==> config.mk <==
export PLATFORM = sky130hd
export DESIGN_NAME = accel_spi_reader
export DESIGN_NICKNAME = d
export VERILOG_FILES = /design/src/rtl/accel_pkg.sv /design/src/rtl/accel_spi_shifter.sv /design/src/rtl/accel_spi_reader.sv
export SDC_FILE = /design/constraint.sdc
export NUM_CORES = 1
export LEC_CHECK = 0
export BUFFER_PORTS_ARGS = -buffer_cell sky130_fd_sc_hd__buf_2
export CORE_UTILIZATION = 30
export DETAILED_ROUTE_END_ITERATION = 16
export GPL_TIMING_DRIVEN = 0
export PLACE_DENSITY = 0.43
export SLEW_MARGIN = 15
export SYNTH_ARGS = -nofsm -noshare
export SYNTH_HDL_FRONTEND = slang
export SYNTH_SLANG_ARGS = --single-unit
==> constraint.sdc <==
create_clock -name i_clk -period 6.58 [get_ports i_clk]
set_input_delay 0.987 -clock i_clk [delete_from_list [all_inputs] [get_ports i_clk]]
set_output_delay 0.987 -clock i_clk [all_outputs]
set_load 0.05 [all_outputs]
==> src/rtl/accel_pkg.sv <==
// Shared constants and types for the ADXL362 SPI reader.
//   - SPI command/register bytes used by the configuration write and the
//     burst read
//   - FSM state encodings for the top level and for the shift engine
//   - to_offset_bin(): converts a 12-bit two's complement sample to the
//     9-bit offset-binary format used downstream
package accel_pkg;

  localparam logic [7:0] CMD_WRITE     = 8'h0A;
  localparam logic [7:0] CMD_READ      = 8'h0B;
  localparam logic [7:0] REG_POWER_CTL = 8'h2D;
  localparam logic [7:0] REG_XDATA_L   = 8'h0E;
  localparam logic [7:0] PWR_MEASURE   = 8'h02;

  localparam logic [8:0] ZERO_G = 9'h100;

  localparam logic [5:0] CFG_BITS  = 6'd24;
  localparam logic [5:0] READ_BITS = 6'd48;

  typedef enum logic [2:0] {
    ST_PWRUP,
    ST_CFG,
    ST_IDLE,
    ST_READ,
    ST_UPDATE
  } state_t;

  typedef enum logic [2:0] {
    PH_IDLE,
    PH_LOW,
    PH_HIGH,
    PH_TAIL,
    PH_GAP
  } phase_t;

  // Sample is d = {h[3:0], l[7:0]}; keep the top 9 bits and flip the sign
  // bit so that 0 g lands on 9'h100. Only the bits that matter are passed.
  function automatic logic [8:0] to_offset_bin(input logic [3:0] h,
                                               input logic [7:3] l);
    return {~h[3], h[2:0], l[7:3]};
  endfunction

endpackage

==> src/rtl/accel_spi_shifter.sv <==
// Generic mode-0 SPI shift engine, up to 48 bits per transaction, MSB first.
// Ports:
//   i_clk, i_reset   clock, asynchronous active-high reset
//   i_start          begin a transaction (accepted only when not busy)
//   i_len            number of bits (1..48)
//   i_tx_data        transmit word, left-aligned (bit 47 goes out first)
//   o_busy           high from start until the post-transaction gap ends
//   o_done           one-cycle pulse, coincident with cs_n returning high
//   o_rx_data        received bits, right-aligned (last bit in bit 0)
//   o_sclk/o_mosi/o_cs_n/i_miso  SPI pins
// Framing: CLK_DIV cycles of setup after cs_n falls, 2*CLK_DIV cycles per
// bit (low then high), CLK_DIV cycles of hold before cs_n rises, and at
// least CLK_DIV cycles with cs_n high before the next start is accepted.
module accel_spi_shifter
  import accel_pkg::*;
#(
  parameter int CLK_DIV = 50
) (
  input  logic        i_clk,
  input  logic        i_reset,
  input  logic        i_start,
  input  logic [5:0]  i_len,
  input  logic [47:0] i_tx_data,
  output logic        o_busy,
  output logic        o_done,
  output logic [47:0] o_rx_data,
  output logic        o_sclk,
  output logic        o_mosi,
  output logic        o_cs_n,
  input  logic        i_miso
);

  localparam int CW = $clog2(CLK_DIV);
  localparam logic [CW-1:0] DIV_M1 = CW'(CLK_DIV - 1);

  phase_t        r_phase, w_phase_nxt;
  logic [CW-1:0] r_cnt, w_cnt_nxt;
  logic [5:0]    r_bits, w_bits_nxt;
  logic [47:0]   r_tx, w_tx_nxt;
  logic [47:0]   r_rx, w_rx_nxt;
  logic          r_sclk, w_sclk_nxt;
  logic          r_mosi, w_mosi_nxt;
  logic          r_cs_n, w_cs_n_nxt;
  logic          r_done, w_done_nxt;
  logic          r_miso_s1, r_miso_s2;
  logic          w_tc;

  assign w_tc = (r_cnt == '0);

  always_ff @(posedge i_clk or posedge i_reset) begin
    if (i_reset) begin
      r_phase   <= PH_IDLE;
      r_cnt     <= '0;
      r_bits    <= '0;
      r_tx      <= '0;
      r_rx      <= '0;
      r_sclk    <= 1'b0;
      r_mosi    <= 1'b0;
      r_cs_n    <= 1'b1;
      r_done    <= 1'b0;
      r_miso_s1 <= 1'b0;
      r_miso_s2 <= 1'b0;
    end else begin
      r_phase   <= w_phase_nxt;
      r_cnt     <= w_cnt_nxt;
      r_bits    <= w_bits_nxt;
      r_tx      <= w_tx_nxt;
      r_rx      <= w_rx_nxt;
      r_sclk    <= w_sclk_nxt;
      r_mosi    <= w_mosi_nxt;
      r_cs_n    <= w_cs_n_nxt;
      r_done    <= w_done_nxt;
      r_miso_s1 <= i_miso;
      r_miso_s2 <= r_miso_s1;
    end
  end

  always_comb begin
    w_phase_nxt = r_phase;
    w_cnt_nxt   = r_cnt;
    w_bits_nxt  = r_bits;
    w_tx_nxt    = r_tx;
    w_rx_nxt    = r_rx;
    w_sclk_nxt  = r_sclk;
    w_mosi_nxt  = r_mosi;
    w_cs_n_nxt  = r_cs_n;
    w_done_nxt  = 1'b0;
    case (r_phase)
      PH_IDLE: begin
        if (i_start && (i_len != 6'd0)) begin
          w_phase_nxt = PH_LOW;
          w_cnt_nxt   = DIV_M1;
          w_bits_nxt  = i_len;
          w_tx_nxt    = i_tx_data;
          w_rx_nxt    = '0;
          w_mosi_nxt  = i_tx_data[47];
          w_cs_n_nxt  = 1'b0;
        end
      end
      PH_LOW: begin
        if (w_tc) begin
          w_sclk_nxt  = 1'b1;
          w_cnt_nxt   = DIV_M1;
          w_phase_nxt = PH_HIGH;
        end else begin
          w_cnt_nxt = r_cnt - CW'(1);
        end
      end
      PH_HIGH: begin
        // The synchronizer output lags the pin by two cycles, so taking it
        // on the first high cycle reflects miso as it stood just before the
        // rising edge, well after the sensor's falling-edge update.
        if (r_cnt == DIV_M1) begin
          w_rx_nxt = {r_rx[46:0], r_miso_s2};
        end
        if (w_tc) begin
          w_sclk_nxt = 1'b0;
          w_cnt_nxt  = DIV_M1;
          if (r_bits == 6'd1) begin
            w_bits_nxt  = 6'd0;
            w_mosi_nxt  = 1'b0;
            w_phase_nxt = PH_TAIL;
          end else begin
            w_bits_nxt  = r_bits - 6'd1;
            w_tx_nxt    = {r_tx[46:0], 1'b0};
            w_mosi_nxt  = r_tx[46];
            w_phase_nxt = PH_LOW;
          end
        end else begin
          w_cnt_nxt = r_cnt - CW'(1);
        end
      end
      PH_TAIL: begin
        if (w_tc) begin
          w_cs_n_nxt  = 1'b1;
          w_done_nxt  = 1'b1;
          w_cnt_nxt   = DIV_M1;
          w_phase_nxt = PH_GAP;
        end else begin
          w_cnt_nxt = r_cnt - CW'(1);
        end
      end
      PH_GAP: begin
        if (w_tc) begin
          w_phase_nxt = PH_IDLE;
        end else begin
          w_cnt_nxt = r_cnt - CW'(1);
        end
      end
      default: w_phase_nxt = PH_IDLE;
    endcase
  end

  assign o_busy    = (r_phase != PH_IDLE);
  assign o_done    = r_done;
  assign o_rx_data = r_rx;
  assign o_sclk    = r_sclk;
  assign o_mosi    = r_mosi;
  assign o_cs_n    = r_cs_n;

endmodule

==> src/rtl/accel_spi_reader.sv <==
// ADXL362 reader: waits out sensor power-up, writes POWER_CTL for
// measurement mode, then burst-reads X/Y every SAMPLE_PERIOD cycles and
// presents them as 9-bit offset-binary samples with a one-cycle strobe.
// Ports:
//   i_clk, i_reset        clock, asynchronous active-high reset
//   i_miso                SPI data from the sensor
//   o_sclk, o_mosi, o_cs_n  SPI master pins (mode 0)
//   o_accel_x_out/_y_out  latest samples, 9'h100 = 0 g
//   o_data_valid          one-cycle pulse when the samples update
//   o_config_done         high after the POWER_CTL write, until reset
module accel_spi_reader
  import accel_pkg::*;
#(
  parameter int CLK_DIV        = 50,
  parameter int SAMPLE_PERIOD  = 1_000_000,
  parameter int POWERUP_CYCLES = 600_000
) (
  input  logic       i_clk,
  input  logic       i_reset,
  input  logic       i_miso,
  output logic       o_sclk,
  output logic       o_mosi,
  output logic       o_cs_n,
  output logic [8:0] o_accel_x_out,
  output logic [8:0] o_accel_y_out,
  output logic       o_data_valid,
  output logic       o_config_done
);

  localparam int PW = $clog2(POWERUP_CYCLES + 1);
  localparam int SW = $clog2(SAMPLE_PERIOD + 1);

  state_t        r_state, w_state_nxt;
  logic [PW-1:0] r_pwr_cnt;
  logic [SW-1:0] r_tmr;
  logic          r_pend;
  logic          r_launched;
  logic          r_cfg_done;
  logic [8:0]    r_x, r_y;

  logic          w_tick;
  logic          w_consume;
  logic          w_start;
  logic [5:0]    w_len;
  logic [47:0]   w_tx;
  logic          w_busy;
  logic          w_done;
  logic [47:0]   w_rx;
  logic          w_unused_rx;

  accel_spi_shifter #(.CLK_DIV(CLK_DIV)) u_shifter (
    .i_clk     (i_clk),
    .i_reset   (i_reset),
    .i_start   (w_start),
    .i_len     (w_len),
    .i_tx_data (w_tx),
    .o_busy    (w_busy),
    .o_done    (w_done),
    .o_rx_data (w_rx),
    .o_sclk    (o_sclk),
    .o_mosi    (o_mosi),
    .o_cs_n    (o_cs_n),
    .i_miso    (i_miso)
  );

  assign w_tick = r_cfg_done && (r_tmr == '0);

  always_comb begin
    w_state_nxt = r_state;
    w_start     = 1'b0;
    w_consume   = 1'b0;
    w_len       = READ_BITS;
    w_tx        = {CMD_READ, REG_XDATA_L, 32'h0};
    case (r_state)
      ST_PWRUP: begin
        if (r_pwr_cnt == '0) w_state_nxt = ST_CFG;
      end
      ST_CFG: begin
        w_len   = CFG_BITS;
        w_tx    = {CMD_WRITE, REG_POWER_CTL, PWR_MEASURE, 24'h0};
        w_start = !r_launched && !w_busy;
        if (r_launched && w_done) w_state_nxt = ST_IDLE;
      end
      ST_IDLE: begin
        if (w_tick || r_pend) begin
          w_state_nxt = ST_READ;
          w_consume   = 1'b1;
        end
      end
      ST_READ: begin
        // Waits out the shifter's cs_n-high gap before relaunching.
        w_start = !r_launched && !w_busy;
        if (r_launched && w_done) w_state_nxt = ST_UPDATE;
      end
      ST_UPDATE: begin
        // A tick seen during the read goes straight into the next read.
        if (w_tick || r_pend) begin
          w_state_nxt = ST_READ;
          w_consume   = 1'b1;
        end else begin
          w_state_nxt = ST_IDLE;
        end
      end
      default: w_state_nxt = ST_PWRUP;
    endcase
  end

  always_ff @(posedge i_clk or posedge i_reset) begin
    if (i_reset) begin
      r_state    <= ST_PWRUP;
      r_pwr_cnt  <= PW'(POWERUP_CYCLES - 1);
      r_tmr      <= SW'(SAMPLE_PERIOD - 1);
      r_pend     <= 1'b0;
      r_launched <= 1'b0;
      r_cfg_done <= 1'b0;
      r_x        <= ZERO_G;
      r_y        <= ZERO_G;
    end else begin
      r_state <= w_state_nxt;

      if ((r_state == ST_PWRUP) && (r_pwr_cnt != '0)) begin
        r_pwr_cnt <= r_pwr_cnt - PW'(1);
      end

      if (!r_cfg_done || (r_tmr == '0)) begin
        r_tmr <= SW'(SAMPLE_PERIOD - 1);
      end else begin
        r_tmr <= r_tmr - SW'(1);
      end

      if (w_consume) begin
        r_pend <= 1'b0;
      end else if (w_tick) begin
        r_pend <= 1'b1;
      end

      if (w_start) begin
        r_launched <= 1'b1;
      end else if (w_state_nxt != r_state) begin
        r_launched <= 1'b0;
      end

      if ((r_state == ST_CFG) && (w_state_nxt == ST_IDLE)) begin
        r_cfg_done <= 1'b1;
      end

      // Received bytes: [31:24]=XL [23:16]=XH [15:8]=YL [7:0]=YH.
      if ((r_state == ST_READ) && (w_state_nxt == ST_UPDATE)) begin
        r_x <= to_offset_bin(w_rx[19:16], w_rx[31:27]);
        r_y <= to_offset_bin(w_rx[3:0], w_rx[15:11]);
      end
    end
  end

  // Command echo, high nibbles and low fraction bits are not part of the
  // 9-bit sample.
  assign w_unused_rx = ^{w_rx[47:32], w_rx[26:20], w_rx[10:4]};

  assign o_accel_x_out = r_x;
  assign o_accel_y_out = r_y;
  assign o_data_valid  = (r_state == ST_UPDATE);
  assign o_config_done = r_cfg_done;

endmodule

Word level (Yosys, flattened, before mapping)
Cells that the tools add are included.
{ "classes": {"magnitude_cmp": 0, "mul": 0, "n_bitwise": 2, "n_eq_ne": 21, "muxes": 49, "n_shift": 0, "n_addsub": 4, "reduce_logical": 36, "n_div": 0} }
{ "op_table": {"columns": ["operator", "count"], "rows": [
  ["$mux 47", 3],
  ["$pmux 47 s2", 1],
  ["$mux 32", 2],
  ["$pmux 32 s2", 1],
  ["$mux 6", 7],
  ["$mux 41", 1],
  ["$logic_not 20->1", 2],
  ["$sub 20x1->20 const B", 2],
  ["$pmux 3 s5", 2],
  ["$mux 3", 9],
  ["$mux 20", 1],
  ["$reduce_bool 20->1", 1],
  ["$pmux 6 s3", 1],
  ["$mux 1", 16],
  ["$eq 3x2->1 const B", 5],
  ["$reduce_and 3->1", 5],
  ["$ne 2x1->1 const B", 6],
  ["$pmux 6 s2", 1],
  ["$sub 6x1->6 const B", 2],
  ["$reduce_bool 2->1", 5],
  ["$eq 3x3->1 const B", 3],
  ["$logic_and 1x1->1", 7],
  ["$eq 3x1->1 const B", 2],
  ["$eq 6x1->1 const B", 1],
  ["other kinds (16)", 26]
]} }
{ "totals": {"regBits": 164, "out_inout_bits": 23, "rom_bits": 0, "n_memories": 0, "wordCells": 131, "inputBits": 3, "ram_bits": 0, "latchBits": 0} }

Depth between registers and ports, before layout
{ "depth": {"ltp_word": 8, "mapped_depth": 8, "ltp_nobuf": 7} }

Cells and area by module
A second synthesis with hierarchy kept.
{ "unflattened": {"hier_cells": 799, "hier_area_um2": 8216.6} }
{ "modules_own_cells": {"columns": ["module", "seq_area_each_um2", "instances", "area_per_inst_um2", "cells_each"], "rows": [
  ["accel_spi_shifter", 2904.0, 1, 5315.1, 502],
  ["accel_spi_reader", 1635.3, 1, 2901.5, 297]
]} }

Least setup slack after synthesis
Ideal clock, no wire load.
{ "synth_timing": {"kind": "register to output", "start": "reg r_state[1]", "end": "out o_data_valid", "stages_incl_launch_ff": 3, "slack_ps": 3854, "path_buffers": 1, "arrival_time_ps": 1739, "t_required_ps": 5593, "cell_sequence": "dfrtp_1 clkbuf_1 nor3b_1"} }
{ "synth_between": {"elab_chain_cells": 1} }
{ "synth_rtl": {"columns": ["item", "line", "text"], "rows": [
  ["start, declared", "accel_spi_reader.sv:33", "state_t r_state, w_state_nxt;"],
  ["start signal, assigned", "accel_spi_reader.sv:119", "r_state <= w_state_nxt;"],
  ["$eq 3x3->1", "accel_spi_reader.sv:161", "assign o_data_valid = (r_state == ST_UPDATE);"],
  ["end, declared", "accel_spi_reader.sv:26", "output logic o_data_valid,"]
]} }
Every way passes these cells.

Worst setup path in the final report
Ends and elaborated chain as after synthesis.

==> summary.md <==
| Metric | Value |
|---|---|
| Post-Synth Simple-Gate Area | 0.2220 |
| FF-to-FF Start | r_state[2]$_DFF_PP0_ |
| Fin. Hold Viols | 0 |
| Final TNS setup | 0 ns |
| Pins Over Slew Limit | 0 |
| Largest net degree at the start of global routing | 104 |
| Tcrit/Tclk final | 0.4099 |
| Hold path startpoint | u_shifter.r_miso_s1$_DFF_PP0_ |
| Via/cell ratio | 4.775 |
| TritonRoute pass-1 iters | 4 |
| Vias in the first global route | 4587 |
| Post-synthesis sequential area ratio | 0.5651 |
| Post-Synth Adder-Cell Area | 0.01409 |
| Critical Path End Type | primary output |
| Floorplan row count | 52 |
| Tightest Hold Check Type | reg2reg |
| Post-route cell area | 7259 µm² |
| Number of synthesized flops with an enable pin | 0 |
| Yosys warns | 0 |
| Synth top area share | 0.4468 |
| Final WL | 13090 µm |
| Switching share of power | 0.2250 |
| WP buf/inv | 2 |
| Tmin final | 2.697 ns |
| Critical path's slowest cell | nor3b_1 |
| Critical path arrival | 1.71 ns |
| Clk slew on worst S/H paths | 0.06 ns |
| Dpl cell area | 6720 µm² |
| Tot Pwr | 1.742 mW |
| # IOs | 26 |
| Skew-Pair Late Insertion Delay | 0.42 ns |
| Largest family of logic cells by synthesized area | simple AND/OR/NAND/NOR gates |
| Commonest cells post-synth | 136 x nand2_1, 111 x dfrtp_1, 42 x nand3_1, 40 x nor2_1, 38 x o21ai_0 |
| Max Clk Rate | 370.8 MHz |
| Cell chain of the critical path | clkbuf_1 > nor3b_1 > buf_2 |
| Critical path class | reg2out |
| Post-synth ARST share | 1.000 |
| Congestion Overflow GR | 0 |
| Fillers | 2070 |
| Status | complete, no violations |
| Cts repair resizes | 0 |
| Worst vdd ir | 0.1333 mV |
| Final setup viols | 0 |
| Root Driver | clkbuf_16 |
| Die height | 146.0 µm |
| Avg Inst Size Synth | 9.948 µm² |
| Seq pwr share | 0.492 |
| GRT Total Usage | 0.1330 |
| Post-synth net total | 635 |
| Synthesized instance count | 625 |
| Pleak | 3.386 nW |
| Area grow syn2layout | 16.76% |
| Fraction of layout cells with a size suffix above 1 | 0.1728 |
| Critical Path Fanout Max | 7 |
| Final core utilization | 0.3576 |
| Worst-margin pin slew | 0.8431 ns |
| CTS Buf Count | 17 |
| Die Area | 21300 µm² |
| Cell variety after synth | 57 |
| Worst path max stage delay | 0.42 ns |
| CTS Sinks | 139 |
| Top_reg_cell synth | dfrtp_1 |
| Leading area contributor after synthesis | dfrtp_1 |
| Psw | 391.9 µW |
| First-pass GRT wire length | 22690 µm |
| Xor/xnor share of the synthesized area | 0.04790 |
| Initial antenna violation count | 0 |
| Final HPWL DP | 8638 µm |
| Core outline area | 20300 µm² |
| Max_cap viols | 0 |
| DR vias | 4551 |
| Nets | 680 |
| Pint | 1.350 mW |
| Synthesis-stage register bit count | 139 |
| DRC | 0 |
| Combinational share of power | 0.011 |
| WL/cell | 13.73 µm |
| Critical path startpoint category | register |
| DRT antenna net count | 0 |
| Clk pwr share | 0.497 |
| Worst slew margin relative to its limit | 0.4367 |
| Post-CTS Setup Bufs | 0 |
| PortBufs | 25 |
| CTS tree | yes |
| Fin cells | 953 |
| WP data required | 5.59 ns |
| Initial DRC count | 159 |
| Unrepaired setup endpoints after global routing | false |
| Top post-synthesis cells by area | dfrtp_1 45%, dfstp_2 12%, nand2_1 8.2% |
| Start point of the critical path | r_state[1]$_DFF_PP0_ |
| Die Wd | 146.0 µm |
| Mux contribution to synthesized area | 0.03079 |
| Most frequent cell after synthesis | nand2_1 |
| CTS max path bufs | 2 |
| Diode count | 0 |
| Routability congestion estimate from global placement | 0.7374 |
| H-tree depth | 4 |
| Placed Instances | 921 |
| Post-synthesis compound-gate area fraction | 0.09378 |
| CP top delay family | buffers and inverters |
| Hold buffer count at CTS | 0 |
| Starting density of the core | 0.3063 |
| Synth Cell Area | 6217 µm² |
| Pwr/cell area | 239.9 nW/µm² |
| Clock skew | 0.01074 ns |
[through the flow]
stage / setup WS [ns] / hold slack, ns
final: 3.883 / 0.3543
after global routing: 3.748 / 0.3702
after CTS: 3.850 / 0.3622
after detailed placement: 4.030 / 0.3471
after global placement: 0.1724 / 0.3378
after floorplan: 1.915 / 0.3312
[power by group through the flow]
stage	sequential (mW)	clock [mW]	combinational [mW]
floorplan	0.871	0	0.0122
global placement	0.871	0	0.0180
detailed placement	0.871	0	0.0213
CTS	0.856	0.897	0.0213
global route	0.856	0.937	0.0236
finish	0.857	0.866	0.0196
[per-layer routing]
layer / wire (µm) / global-route usage
met5: 0 / 0
met4: 111 / 0.05105
met3: 350 / 0.03135
met2: 6167 / 0.2077
met1: 6459 / 0.1784
[state kept, by name (all words and copies together), names as in the netlist]
name	flops
u_shifter.o_mosi	1
r_launched	1
u_shifter.o_cs_n	1
u_shifter.o_done	1
u_shifter.o_sclk	1
o_accel_x_out	9
o_config_done	1
u_shifter.r_miso_s1	1
r_pend	1
r_state	3
u_shifter.r_miso_s2	1
u_shifter.r_bits	6
u_shifter.o_rx_data	32
u_shifter.r_phase	3
u_shifter.r_cnt	6
u_shifter.r_tx	22
r_pwr_cnt	20
o_accel_y_out	9
r_tmr	20
[worst register-to-register path, delay by kind of cell (launching register included)]
family          cells  cell delay [ns]
buf+inv             2             0.64
flops               1             0.45
simple gates        3             1.17
compound gates      1             0.07
[placed cells by master, fill, tap and decap left out, types with 7 or more instances in the layout]
master and n:
o31ai_1 9, dfrtp_1 111, nor2_1 40, xor2_1 20, clkbuf_1 22, inv_1 15
dfstp_2 28, mux2_2 17, a21oi_1 17, nand3_1 42, buf_2 27, nand2_1 136
clkbuf_16 17, xnor2_1 14, o21ai_0 38, nor4_1 11, nor3_1 23, ha_1 7
[final timing paths]
| kind | to | slack, ns | cells after the start |
|---|---|---|---|
| setup / recovery | o_data_valid | 3.88 | 3 |
| hold / removal | u_shifter.r_miso_s2$_DFF_PP0_ | 0.35 | 0 |
| setup reg to reg | u_shifter.r_cnt[3]$_DFFE_PP0P_ | 4.10 | 6 |
| hold reg to reg | u_shifter.r_miso_s2$_DFF_PP0_ | 0.35 | 0 |
| max in group asynchronous | r_state[2]$_DFF_PP0_ | 5.25 | 3 |
| min in group asynchronous | r_pwr_cnt[18]$_DFFE_PP0P_ | 0.55 | 2 |
[layout make-up]
| class | count | area [µm²] | area share |
|---|---|---|---|
| Multi-Input combinational cell | 443 | 2545 | 0.3506 |
| Sequential cell | 139 | 3513 | 0.4840 |
| Timing Repair Buffer | 26 | 152.6 | 0.02103 |
| Clock inverter | 14 | 100.1 | 0.01379 |
| Inverter | 16 | 67.56 | 0.009307 |
| Tap cell | 270 | 337.8 | 0.04654 |
| Clock buffer | 18 | 439.2 | 0.06050 |
| Buffer | 27 | 103.9 | 0.01431 |
[logic make-up after synthesis]
kind of cell    after synthesis
simple gates                292
xor+xnor                     34
flops                       139
buf+inv                      43
mux                          17
fa+ha+maj                     7
compound gates               93
No activity file was read; power rests on OpenSTA's default activity.
